<file path="config.mk">
export PLATFORM = sky130hd
export DESIGN_NAME = plab3_mem_line_serializer
export DESIGN_NICKNAME = d
export VERILOG_FILES = /design/src/rtl/plab3_mem_line_serializer.sv
export SDC_FILE = /design/constraint.sdc
export NUM_CORES = 1
export LEC_CHECK = 0
export ABC_AREA = 1
export CAP_MARGIN = 20
export CORE_ASPECT_RATIO = 0.8
export CORE_MARGIN = 4
export CORE_UTILIZATION = 52
export DETAILED_ROUTE_END_ITERATION = 10
export GPL_ROUTABILITY_DRIVEN = 0
export PLACE_DENSITY = 0.87
export SLEW_MARGIN = 20
export SYNTH_ARGS = -nofsm -noshare
export SYNTH_HDL_FRONTEND = slang
export SYNTH_SLANG_ARGS = --single-unit
</file>
<file path="constraint.sdc">
create_clock -name clk -period 3.3 [get_ports clk]
set_input_delay 0.495 -clock clk [delete_from_list [all_inputs] [get_ports clk]]
set_output_delay 0.495 -clock clk [all_outputs]
set_load 0.1 [all_outputs]
</file>
<file path="src/rtl/plab3_mem_line_serializer.sv">
// plab3_mem_line_serializer
//   Takes a cache line and its per-byte write-enable mask. Emits one beat per
//   word that has at least one enabled byte, in increasing word-offset order.
//   Words whose enable group is all zero are skipped.
//
// Ports
//   clk, reset_n                 clock, async active-low reset
//   sd                           static security-domain label (not used by the logic)
//   in_val / in_rdy              line handshake
//   in_line [c_line_nbits]       line data, word i at [i*p_word_nbits +: p_word_nbits]
//   in_wben [c_wben_nbits]       byte enables, bit j belongs to word j/4
//   out_val / out_rdy            beat handshake
//   out_data [p_word_nbits]      selected word
//   out_offset [p_in_nbits]      word offset of out_data
//   out_wben [4]                 byte enables of that word
//   out_last                     final beat of the line
//
// Build option
//   PLAB3_MEM_SER_BYPASS_EN: accept the next line on the same edge as the last
//   beat, so consecutive lines run with no idle cycle between them.
//
// State | meaning
//   st_idle | waiting for a line; in_rdy high, no beat
//   st_send | presenting word idx of the captured line
module plab3_mem_line_serializer #(
  parameter  int p_in_nbits   = 2,
  parameter  int p_word_nbits = 32,
  localparam int c_line_nbits = p_word_nbits << p_in_nbits,
  localparam int c_wben_nbits = 1 << (p_in_nbits + 2)
) (
  input  logic                    clk,
  input  logic                    reset_n,
  input  logic                    sd,
  input  logic                    in_val,
  output logic                    in_rdy,
  input  logic [c_line_nbits-1:0] in_line,
  input  logic [c_wben_nbits-1:0] in_wben,
  output logic                    out_val,
  input  logic                    out_rdy,
  output logic [p_word_nbits-1:0] out_data,
  output logic [p_in_nbits-1:0]   out_offset,
  output logic [3:0]              out_wben,
  output logic                    out_last
);

  localparam int c_nwords = 1 << p_in_nbits;

  localparam logic [0:0] st_idle = 1'b0;
  localparam logic [0:0] st_send = 1'b1;

  logic [0:0]              state;
  logic [c_line_nbits-1:0] line_reg;
  logic [c_wben_nbits-1:0] mask_reg;
  logic [p_in_nbits-1:0]   idx;

  // The label only travels with the data; nothing here depends on it.
  logic sd_unused;
  assign sd_unused = sd;

  logic [c_nwords-1:0]     grp_reg;
  logic [c_nwords-1:0]     grp_in;
  logic [p_word_nbits-1:0] words [c_nwords];

  always_comb begin
    for (int w = 0; w < c_nwords; w++) begin
      grp_reg[w] = |mask_reg[4*w +: 4];
      grp_in[w]  = |in_wben[4*w +: 4];
      words[w]   = line_reg[w*p_word_nbits +: p_word_nbits];
    end
  end

  // Priority encoders, scanned high to low so the lowest qualifying word wins.
  // next_idx only considers words strictly above idx, so offsets never wrap.
  logic [p_in_nbits-1:0] first_idx;
  logic [p_in_nbits-1:0] next_idx;
  logic                  has_next;

  always_comb begin
    first_idx = '0;
    next_idx  = '0;
    has_next  = 1'b0;
    for (int w = c_nwords - 1; w >= 0; w--) begin
      if (grp_in[w]) begin
        first_idx = p_in_nbits'(w);
      end
      if (grp_reg[w] && (w > int'(idx))) begin
        next_idx = p_in_nbits'(w);
        has_next = 1'b1;
      end
    end
  end

  // Beat outputs come only from registered state; in_* never reaches out_*.
  assign out_val    = (state == st_send);
  assign out_offset = idx;
  assign out_data   = words[idx];
  assign out_wben   = mask_reg[{idx, 2'b00} +: 4];
  assign out_last   = out_val && !has_next;

`ifdef PLAB3_MEM_SER_BYPASS_EN
  assign in_rdy = (state == st_idle) || (out_rdy && out_last);
`else
  assign in_rdy = (state == st_idle);
`endif

  logic in_fire;
  logic out_fire;
  assign in_fire  = in_val && in_rdy;
  assign out_fire = out_val && out_rdy;

  always_ff @(posedge clk or negedge reset_n) begin
    if (!reset_n) begin
      state    <= st_idle;
      line_reg <= '0;
      mask_reg <= '0;
      idx      <= '0;
    end else begin
      if (out_fire) begin
        if (out_last) begin
          state    <= st_idle;
          mask_reg <= '0;
          idx      <= '0;
        end else begin
          idx <= next_idx;
        end
      end
      // Placed after the beat update so a line taken alongside the last beat
      // (bypass build) overrides the return to idle.
      if (in_fire) begin
        line_reg <= in_line;
        mask_reg <= in_wben;
        idx      <= first_idx;
        state    <= (|in_wben) ? st_send : st_idle;
      end
    end
  end

endmodule

</file>
==> metrics.md, run 1 <==
| Metric | Value |
|---|---|
| Status | `finished, final reports clean` |
| Synth top area share | `0.544` |
| Seq/Total Area, Yosys | `0.544` |
| Worst-path clk slew | `~70 ps` |
| Worst-path fanout max | `between 70 and 80` |
| Initial antenna violation count | `0` |
| Crit. End Element | `output port` |
| Die X | `136 µm` |
| Ys async rst share | `1.00` |
| Largest net degree at the start of global routing | `148` |
| CP startpoint kind | `flop` |
| Port Buf Inserts | `188` |
| Final ANT Viol Nets | `0` |
| Setup crit start | `out_offset[0]` |
| Netlist cell types | `20` |
| Root Driver | `clkbuf_16` |
| Number of synthesized register bits | `147` |
| R2r endpoint | `mask_reg[1]` |
| GR peak layer | `met2` |
| Io pins | `190` |
| Non-Filler Instances | `1226` |
| Max-Cap Viols | `0` |
| Synth Instances | `879` |
| Area post-placement | `9330 µm²` |
| Crit Path Category | `flop to output port` |
| TritonCTS clock tree | `built` |
| Syn avg cell area | `7.69 µm²` |
| Clock skew | `a little under 9 ps` |
| Total Routed Length | `19.5 mm` |
| First-pass GRT wire length | `31.5 mm` |
| WL/cell | `15.9 µm` |
| CTS buffer count | `17` |
| Max Root-Sink Buffers | `2` |
| Clock Latency Late Sink | `420 ps` |
| DPL Wire Length | `between 10 and 15 mm` |
| 1st-pass router iterations | `5` |
| Synth area leaders | `dfrtp_1 (54%), nand2_1 (24%), nor2_1 (4.9%)` |
| CP arrival | `2250 ps` |
| Minimum clock period | `2740 ps` |
| Vias in the first global route | `6478` |
| Area of the mapped netlist | `6760 µm²` |
| Actual slew at the worst max-slew pin | `roughly 980 ps` |
| Core Region | `12400 µm²` |
| Worst hold path type | `flop to flop` |
| Number of flip-flops in the largest register | `128` |
| Die ar. | `between 10000 and 15000 µm²` |
| Setup TNS | `0 ps` |
| Relative slew slack | `0.344` |
| Nets@finish | `1191` |
| M2 GR Usage | `0.448` |
| Max frequency | `~360 MHz` |
| DR vias | `6463` |
| CP Capture Point | `out_data[16]` |
| Ys Warns | `0` |
| Yosys top cell by area | `dfrtp_1` |
| Post-Syn Nets | `1028` |
| Std-Cell Rows | `36` |
| Worst Reg2Reg Path Length in Cells | `8` |
| Post-synth EDFFs | `0` |
| Worst flop-to-flop path startpoint | `out_offset[0]` |
| Count leader, synth | `nand2_1` |
| Htree depth | `4` |
| Die H | `110 µm` |
| Final max-slew violation count | `0` |
| Final Cell Area | `9890 µm²` |
| GR Util met3 | `0.0644` |
| Unrepaired setup endpoints after global routing | `false` |
| Clock Sinks | `147` |
| Leading register cell type out of synthesis | `dfrtp_1` |
| Endpoints failing setup | `0` |
| Synth top cells by count | `nand2_1 (440), dfrtp_1 (147), nor2_1 (88), o21ai_0 (66), o22ai_1 (36)` |
| GRT Residual Overflow | `0` |
| Required time of the critical path | `2800 ps` |
| Layout cells sized above 1 | `0.131` |
| Via density | `5.27` |
| Fin. Hold Viols | `0` |
| Area delta synth->final | `46.3%` |
| Placed Instances | `roughly 1200` |
| GRT met1 Usage | `0.358` |
| Antenna Cells | `0` |
| R2r setup slk | `1300 ps` |
| Detailed-route DRC error count | `0` |
| GRT Util Overall | `0.270` |
| Initial DRC Count | `405` |
| Gates resized, CTS repair | `0` |
| Initial Util | `0.544` |
| Crit share post-route | `0.831` |
-- worst min path at each step --
stage | start | cells past startpoint | end
final | line_reg[42] | 2 | line_reg[42]
after global routing | line_reg[28] | 2 | line_reg[28]
after CTS | line_reg[42] | 2 | line_reg[42]
after detailed placement | reset_n | 1 | line_reg[103]
after global placement | reset_n | 1 | line_reg[69]
after floorplan | reset_n | 0 | line_reg[0]
-- what timing repair did --
item / CTS / global route
hold buffers: 1 / 0
hold endpoints to repair: 18 / 0
setup buffers: 0 / 0
-- kinds of logic after synthesis --
| kind of cell | Yosys count | synth area share |
|---|---|---|
| compound gates | 111 | 0.0894 |
| buf+inv | 68 | 0.0459 |
| flops | 147 | 0.544 |
| simple gates | 553 | 0.321 |
-- final cells by class --
cell class,count,area (µm²)
Sequential cell,147,3680
Fill cell,827,2540
Clock inverter,14,119
Tap cell,171,214
Clock buffer,18,439
Inverter,13,51.3
Multi-Input combinational cell,664,3010
Timing Repair Buffer,199,2380
-- worst max-delay path, cell delays in order, from the launching register on --
cell and delay, ps:
dfrtp_2 360, buf_4 620, o21ai_0 300, o22ai_2 290, buf_12 210
-- per-layer routing --
layer  wire, µm  vias up
met2       9330      236
met3       1600       28
met4        272        0
met5          0        -
met1       8310     3096
li1           -     3103
-- per-stage QoR --
stage / util / setup slack [ps] / hold WS, ps
after floorplan: - / -56.2 / 199
after global placement: 0.750 / 1090 / 446
after detailed placement: 0.750 / 1070 / 444
after CTS: 0.796 / 555 / 476
after global routing: 0.796 / 451 / 494
final: 0.796 / 558 / 475
-- layout by cell type, fill, tap and decap left out, drive strengths merged --
cell type,count
nand2,441
clkinvlp,2
nor2,89
clkbuf,18
clkdlybuf4s50,147
nand3,22
inv,20
nor3b,1
dfrtp,147
o21ai,73
clkinv,5
a21oi,2
o22ai,36
buf,51
dlygate4sd3,1
Power of run 1 is left out: the tool's default activity adds up to more than one toggle a clock period on the data nets, which glitch-free logic cannot reach.
==> run 2: changes to the inputs <==
CORE_UTILIZATION = 48   (was 52)
PLACE_DENSITY = 0.81   (was 0.87)
clock period = 2.55 ns   (was 3.3 ns; I/O delays follow)
==> run 2 against run 1 <==
  * The run now ends with negative hold slack left
  * Cell area is 4.1% higher
  * Wire length up 1.4%
  * Utilization down 4.4 points
  * First-iteration DRC count shrank 8.9%
  * Worst hold slack got worse by 490 ps
  * Count of clock-buffer cells in the layout is 1 higher
  * Flip-flop and latch count did not move
  * Die area is 7.8% higher
==> metrics.md, run 2 (same netlist as run 1, synthesis figures left out) <==
| Metric | Value |
|---|---|
| Placed Instances | `1207 (was 1193)` |
| Port Buf Inserts | `188 (unchanged)` |
| Worst-path fanout max | `50 (was 75)` |
| Initial DRC Count | `369 (was 405)` |
| Highest cell delay on the worst timing path | `480 ps (was 620 ps)` |
| Nets@finish | `1195 (was 1191)` |
| Via density | `5.12 (was 5.27)` |
| Worst-path clk slew | `60 ps (was 70 ps)` |
| Initial antenna violation count | `0 (unchanged)` |
| Io pins | `190 (unchanged)` |
| Die ar. | `16100 µm² (was 14900 µm²)` |
| Max-Cap Viols | `0 (unchanged)` |
| Crit-path cells | `buf_4 -> nor2_2 -> a21oi_2 -> inv_1 -> nor2_4 -> buf_12 (was buf_4 -> o21ai_0 -> o22ai_2 -> buf_12)` |
| GRT Util Overall | `0.254 (was 0.270)` |
| Crit share post-route | `0.962` |
| TritonCTS clock tree | `built (unchanged)` |
| Clock Sinks | `147 (unchanged)` |
| Largest net degree at the start of global routing | `90 (was 148)` |
| Endpoints failing setup | `0 (unchanged)` |
| Max frequency | `408 MHz` |
| Unrepaired setup endpoints after global routing | `false (unchanged)` |
| Clock Latency Late Sink | `420 ps (about the same)` |
| Die X | `141 µm (was 136 µm)` |
| Area delta synth->final | `52.2% (was 46.3%)` |
| Crit. End Element | `output port (unchanged)` |
| Layout cells sized above 1 | `0.136 (was 0.131)` |
| Worst hold path type | `input port to asynchronous set/reset pin (was flop to flop)` |
| Dpl ws | `554 ps (was 1070 ps)` |
| Clock skew | `5.64 ps (was 8.68 ps)` |
| Std-Cell Rows | `38 (was 36)` |
| GRT Residual Overflow | `0 (unchanged)` |
| Non-Filler Instances | `1237 (was 1226)` |
| Hold WS | `-19.8 ps (was 475 ps)` |
| Core Region | `13700 µm² (was 12400 µm²)` |
| Root Driver | `clkbuf_16 (unchanged)` |
| Total Routed Length | `19.8 mm (was 19.5 mm)` |
| 1st-pass router iterations | `5 (unchanged)` |
| Actual slew at the worst max-slew pin | `697 ps (was 980 ps)` |
| First-pass GRT wire length | `32.5 mm (was 31.5 mm)` |
| Final max-slew violation count | `0 (unchanged)` |
| CP startpoint kind | `flop (unchanged)` |
| Status | `complete, but fails checks (was finished, final reports clean)` |
| Gates resized, CTS repair | `0 (unchanged)` |
| Max Root-Sink Buffers | `2 (unchanged)` |
| Leading cell type in the layout, fill and taps excluded | `nand2_1 (unchanged)` |
| Final worst setup slack | `97.9 ps (was 558 ps)` |
| Most frequent cells in the layout | `nand2_1 (439), clkdlybuf4s50_1 (146), dfrtp_1 (144), nor2_1 (87), o21ai_0 (66) (was nand2_1 (439), clkdlybuf4s50_1 (147), dfrtp_1 (146), nor2_1 (87), o21ai_0 (66))` |
| DR vias | `6338 (was 6463)` |
| Crit-path slowest cell | `buf_4 (unchanged)` |
| DPL Wire Length | `12.8 mm (was 12.5 mm)` |
| Final ANT Viol Nets | `0 (unchanged)` |
| Failing checks | `negative hold slack` |
| Minimum clock period | `2450 ps` |
| Htree depth | `4 (unchanged)` |
| Detailed-route DRC error count | `0 (unchanged)` |
| Post CTS Setup Buffer Count | `0 (unchanged)` |
| Required time of the critical path | `2170 ps (was 2800 ps)` |
| Initial Util | `0.494 (was 0.544)` |
| Relative slew slack | `0.535 (was 0.344)` |
| WL/cell | `16.0 µm (was 15.9 µm)` |
| Fin. Hold Viols | `29 (was 0)` |
| Hold Buf Count CTS | `0 (was 1)` |
| CTS buffer count | `17 (unchanged)` |
| Number of flip-flops in the largest register | `128 (unchanged)` |
| Die H | `114 µm (was 110 µm)` |
| CP arrival | `2070 ps (was 2250 ps)` |
| Vias in the first global route | `6559 (was 6478)` |
| Setup TNS | `0 ps (unchanged)` |
| Crit Path Category | `flop to output port (unchanged)` |
## run 2: cell types whose count changed in the layout (fill, tap and decap cells not counted), sizes merged
cell,previous run,this run
diode,0,1
clkinv,5,6
buf,51,57
clkbuf,18,19
dlygate4sd3,1,0
clkdlybuf4s50,147,146
inv,20,12
bufinv,0,3
## run 2: metrics by stage
step	util	cell area (µm²)
2_1_floorplan	-	7280
3_5_place_dp	0.709	9710
5_1_grt	0.752	10300
3_3_place_gp	0.709	9710
6_report	0.752	10300
4_1_cts	0.752	10300
## run 2: final timing paths
path	startpoint	slack, ps	endpoint	depth (start not counted)
setup / recovery	out_offset[0]	100	out_last	6
hold / removal	reset_n	-20	line_reg[101]	1
min in group clk	line_reg[69]	470	line_reg[69]	2
setup reg to reg	out_offset[0]	700	mask_reg[15]	8
hold reg to reg	line_reg[69]	470	line_reg[69]	2
max in group asynchronous	reset_n	1890	line_reg[104]	2
## run 2: per-layer routing
| metal | vias up | GRT usage | routed length (µm) |
|---|---|---|---|
| met5 | - | 0 | 0 |
| met4 | 0 | 0.0852 | 342 |
| met3 | 29 | 0.0660 | 1430 |
| met2 | 219 | 0.415 | 9400 |
| met1 | 2985 | 0.334 | 8620 |
| li1 | 3105 | - | - |
## run 2: worst max-delay path, delay by kind of cell, from the launching register on
kind | cells | cell delay [ps]
flops | 1 | 370
compound gates | 1 | 230
buf+inv | 3 | 770
simple gates | 2 | 260
## run 2: cell type report
cell class,instances,area [µm²]
Antenna cell,1,2.50
Clock buffer,19,453
Clock inverter,10,135
Fill cell,981,3400
Inverter,13,55.1
Multi-Input combinational cell,664,3280
Sequential cell,147,3680
Tap cell,180,225
Timing Repair Buffer,203,2460
Power of run 2 is left out for the same reason.
==> run 3: changes to the inputs <==
CORE_UTILIZATION = 61   (was 48)
DONT_BUFFER_PORTS = 1   (was default)
PLACE_DENSITY = 0.83   (was 0.81)
clock period = 3 ns   (was 2.55 ns; I/O delays follow)
==> run 3 against run 2 <==
  * Via count decreased by 4.3%
  * Flip-flop and latch count unchanged
  * The flow still finishes with violations (negative hold slack)
  * Cell area decreased by 18%
  * Global-route usage increased by 3.9 points
  * Critical endpoint unchanged
  * Die area decreased by 20%
  * Final cell count decreased by 15%
==> metrics.md, run 3 (same netlist as run 1, synthesis figures left out) <==
| Metric | Value |
|---|---|
| Final ANT Viol Nets | `0 (unchanged)` |
| Die H | `102 µm (was 114 µm)` |
| 1st-pass router iterations | `5 (unchanged)` |
| Crit Path Category | `flop to output port (unchanged)` |
| Worst-path fanout max | `64 (was 50)` |
| Number of flip-flops in the largest register | `128 (unchanged)` |
| Setup crit start | `out_offset[0] (unchanged)` |
| Required time of the critical path | `2550 ps (was 2170 ps)` |
| Clock Latency Late Sink | `430 ps (was 420 ps)` |
| Clock skew | `13.2 ps (was 5.64 ps)` |
| Max frequency | `358 MHz` |
| Crit. End Element | `output port (unchanged)` |
| Worst-path clk slew | `60 ps (about the same)` |
| Detailed-route DRC error count | `0 (unchanged)` |
| GRT Residual Overflow | `0 (unchanged)` |
| Initial Util | `0.623 (was 0.494)` |
| Worst flop-to-flop path startpoint | `out_val (was out_offset[0])` |
| Hold WS | `-278 ps (was -19.8 ps)` |
| Max Root-Sink Buffers | `2 (unchanged)` |
| Die X | `126 µm (was 141 µm)` |
| DPL Wire Length | `12.0 mm (was 12.8 mm)` |
| Worst hold path type | `input port to asynchronous set/reset pin (unchanged)` |
| # fillers | `727 (was 981)` |
| Status | `complete, but fails checks (unchanged)` |
| Std-Cell Rows | `34 (was 38)` |
| Via density | `5.77 (was 5.12)` |
| Total Routed Length | `18.5 mm (was 19.8 mm)` |
| Clock Sinks | `147 (unchanged)` |
| GRT Util Overall | `0.293 (was 0.254)` |
| Vias in the first global route | `6100 (was 6559)` |
| Finished Core Util | `0.775 (was 0.752)` |
| Htree depth | `4 (unchanged)` |
| Largest net degree at the start of global routing | `148 (was 90)` |
| Root Driver | `clkbuf_16 (unchanged)` |
| CP arrival | `2340 ps (was 2070 ps)` |
| Nets@finish | `1046 (was 1195)` |
| TritonCTS clock tree | `built (unchanged)` |
| Initial DRC Count | `458 (was 369)` |
| Leading cell type in the layout, fill and taps excluded | `nand2_1 (unchanged)` |
| CTS buffer count | `17 (unchanged)` |
| Failing checks | `negative hold slack (unchanged)` |
| Non-Filler Instances | `1051 (was 1237)` |
| DR vias | `6068 (was 6338)` |
| Actual slew at the worst max-slew pin | `775 ps (was 697 ps)` |
| Max-Cap Viols | `0 (unchanged)` |
| Endpoints failing setup | `0 (unchanged)` |
| Most frequent cells in the layout | `nand2_1 (439), dfrtp_1 (145), nor2_1 (87), o21ai_0 (66), buf_12 (38) (was nand2_1 (439), clkdlybuf4s50_1 (146), dfrtp_1 (144), nor2_1 (87), o21ai_0 (66))` |
| Port Buf Inserts | `0 (was 188)` |
| Core Region | `10800 µm² (was 13700 µm²)` |
| Die ar. | `12800 µm² (was 16100 µm²)` |
| Fin. Hold Viols | `147 (was 29)` |
| CP startpoint kind | `flop (unchanged)` |
| Relative slew slack | `0.483 (was 0.535)` |
| First-pass GRT wire length | `29.6 mm (was 32.5 mm)` |
| Layout cells sized above 1 | `0.152 (was 0.136)` |
| Minimum clock period | `2790 ps` |
| Antenna Cells | `0 (was 1)` |
| Final max-slew violation count | `0 (unchanged)` |
| Unrepaired setup endpoints after global routing | `false (unchanged)` |
| Area delta synth->final | `24.3% (was 52.2%)` |
| Placed Instances | `1022 (was 1207)` |
| Initial antenna violation count | `0 (unchanged)` |
| Io pins | `190 (unchanged)` |
| Crit share post-route | `0.930` |
| WL/cell | `17.6 µm (was 16.0 µm)` |
| Post CTS Setup Buffer Count | `0 (unchanged)` |
run 3: what timing repair did:
action	in CTS	in global routing
endpoints found under the setup margin	0	0
resized for setup	0	0
endpoints found under the hold margin	147	147
run 3: layout make-up:
cell class                 instances  area, µm²  area share
clock buffer                      19        443      0.0527
clock inverter                    10        160      0.0190
tap                              144        180      0.0214
sequential                       147       3680       0.438
multi-input combinational        664       3010       0.358
timing repair buffer              54        881       0.105
inverter                          13       51.3     0.00610
run 3: path summary, 6_finish.rpt:
kind,to,slack [ps],depth (start not counted)
max,out_last,210,6
min,line_reg[100],-280,0
max reg2reg,line_reg[45],730,6
min reg2reg,line_reg[33],470,2
min in group clk,mask_reg[6],140,2
max in group asynchronous,line_reg[95],3100,0
run 3: critical path: stages, from the launching register on:
cell	delay (ps)
dfrtp_4	520
buf_4	600
nor2_2	130
a21oi_2	240
inv_1	70
nor2_2	140
buf_12	190
run 3: layer usage:
| layer | wire length, µm | track usage | part of all wire |
|---|---|---|---|
| met3 | 1700 | 0.0904 | 0.092 |
| met4 | 382 | 0.101 | 0.021 |
| met1 | 7410 | 0.368 | 0.40 |
| met2 | 9030 | 0.492 | 0.49 |
| met5 | 0 | 0 | 0 |
run 3: per-stage QoR:
stage,worst slack (ps),hold WS [ps],TNS (ps),cell area [µm²]
after floorplan,-311,154,-311,6990
after global placement,736,159,0,7800
after detailed placement,719,160,0,7800
after CTS,238,-293,0,8410
after global routing,89.5,-301,0,8410
final,209,-278,0,8410
Power of run 3 is left out for the same reason.
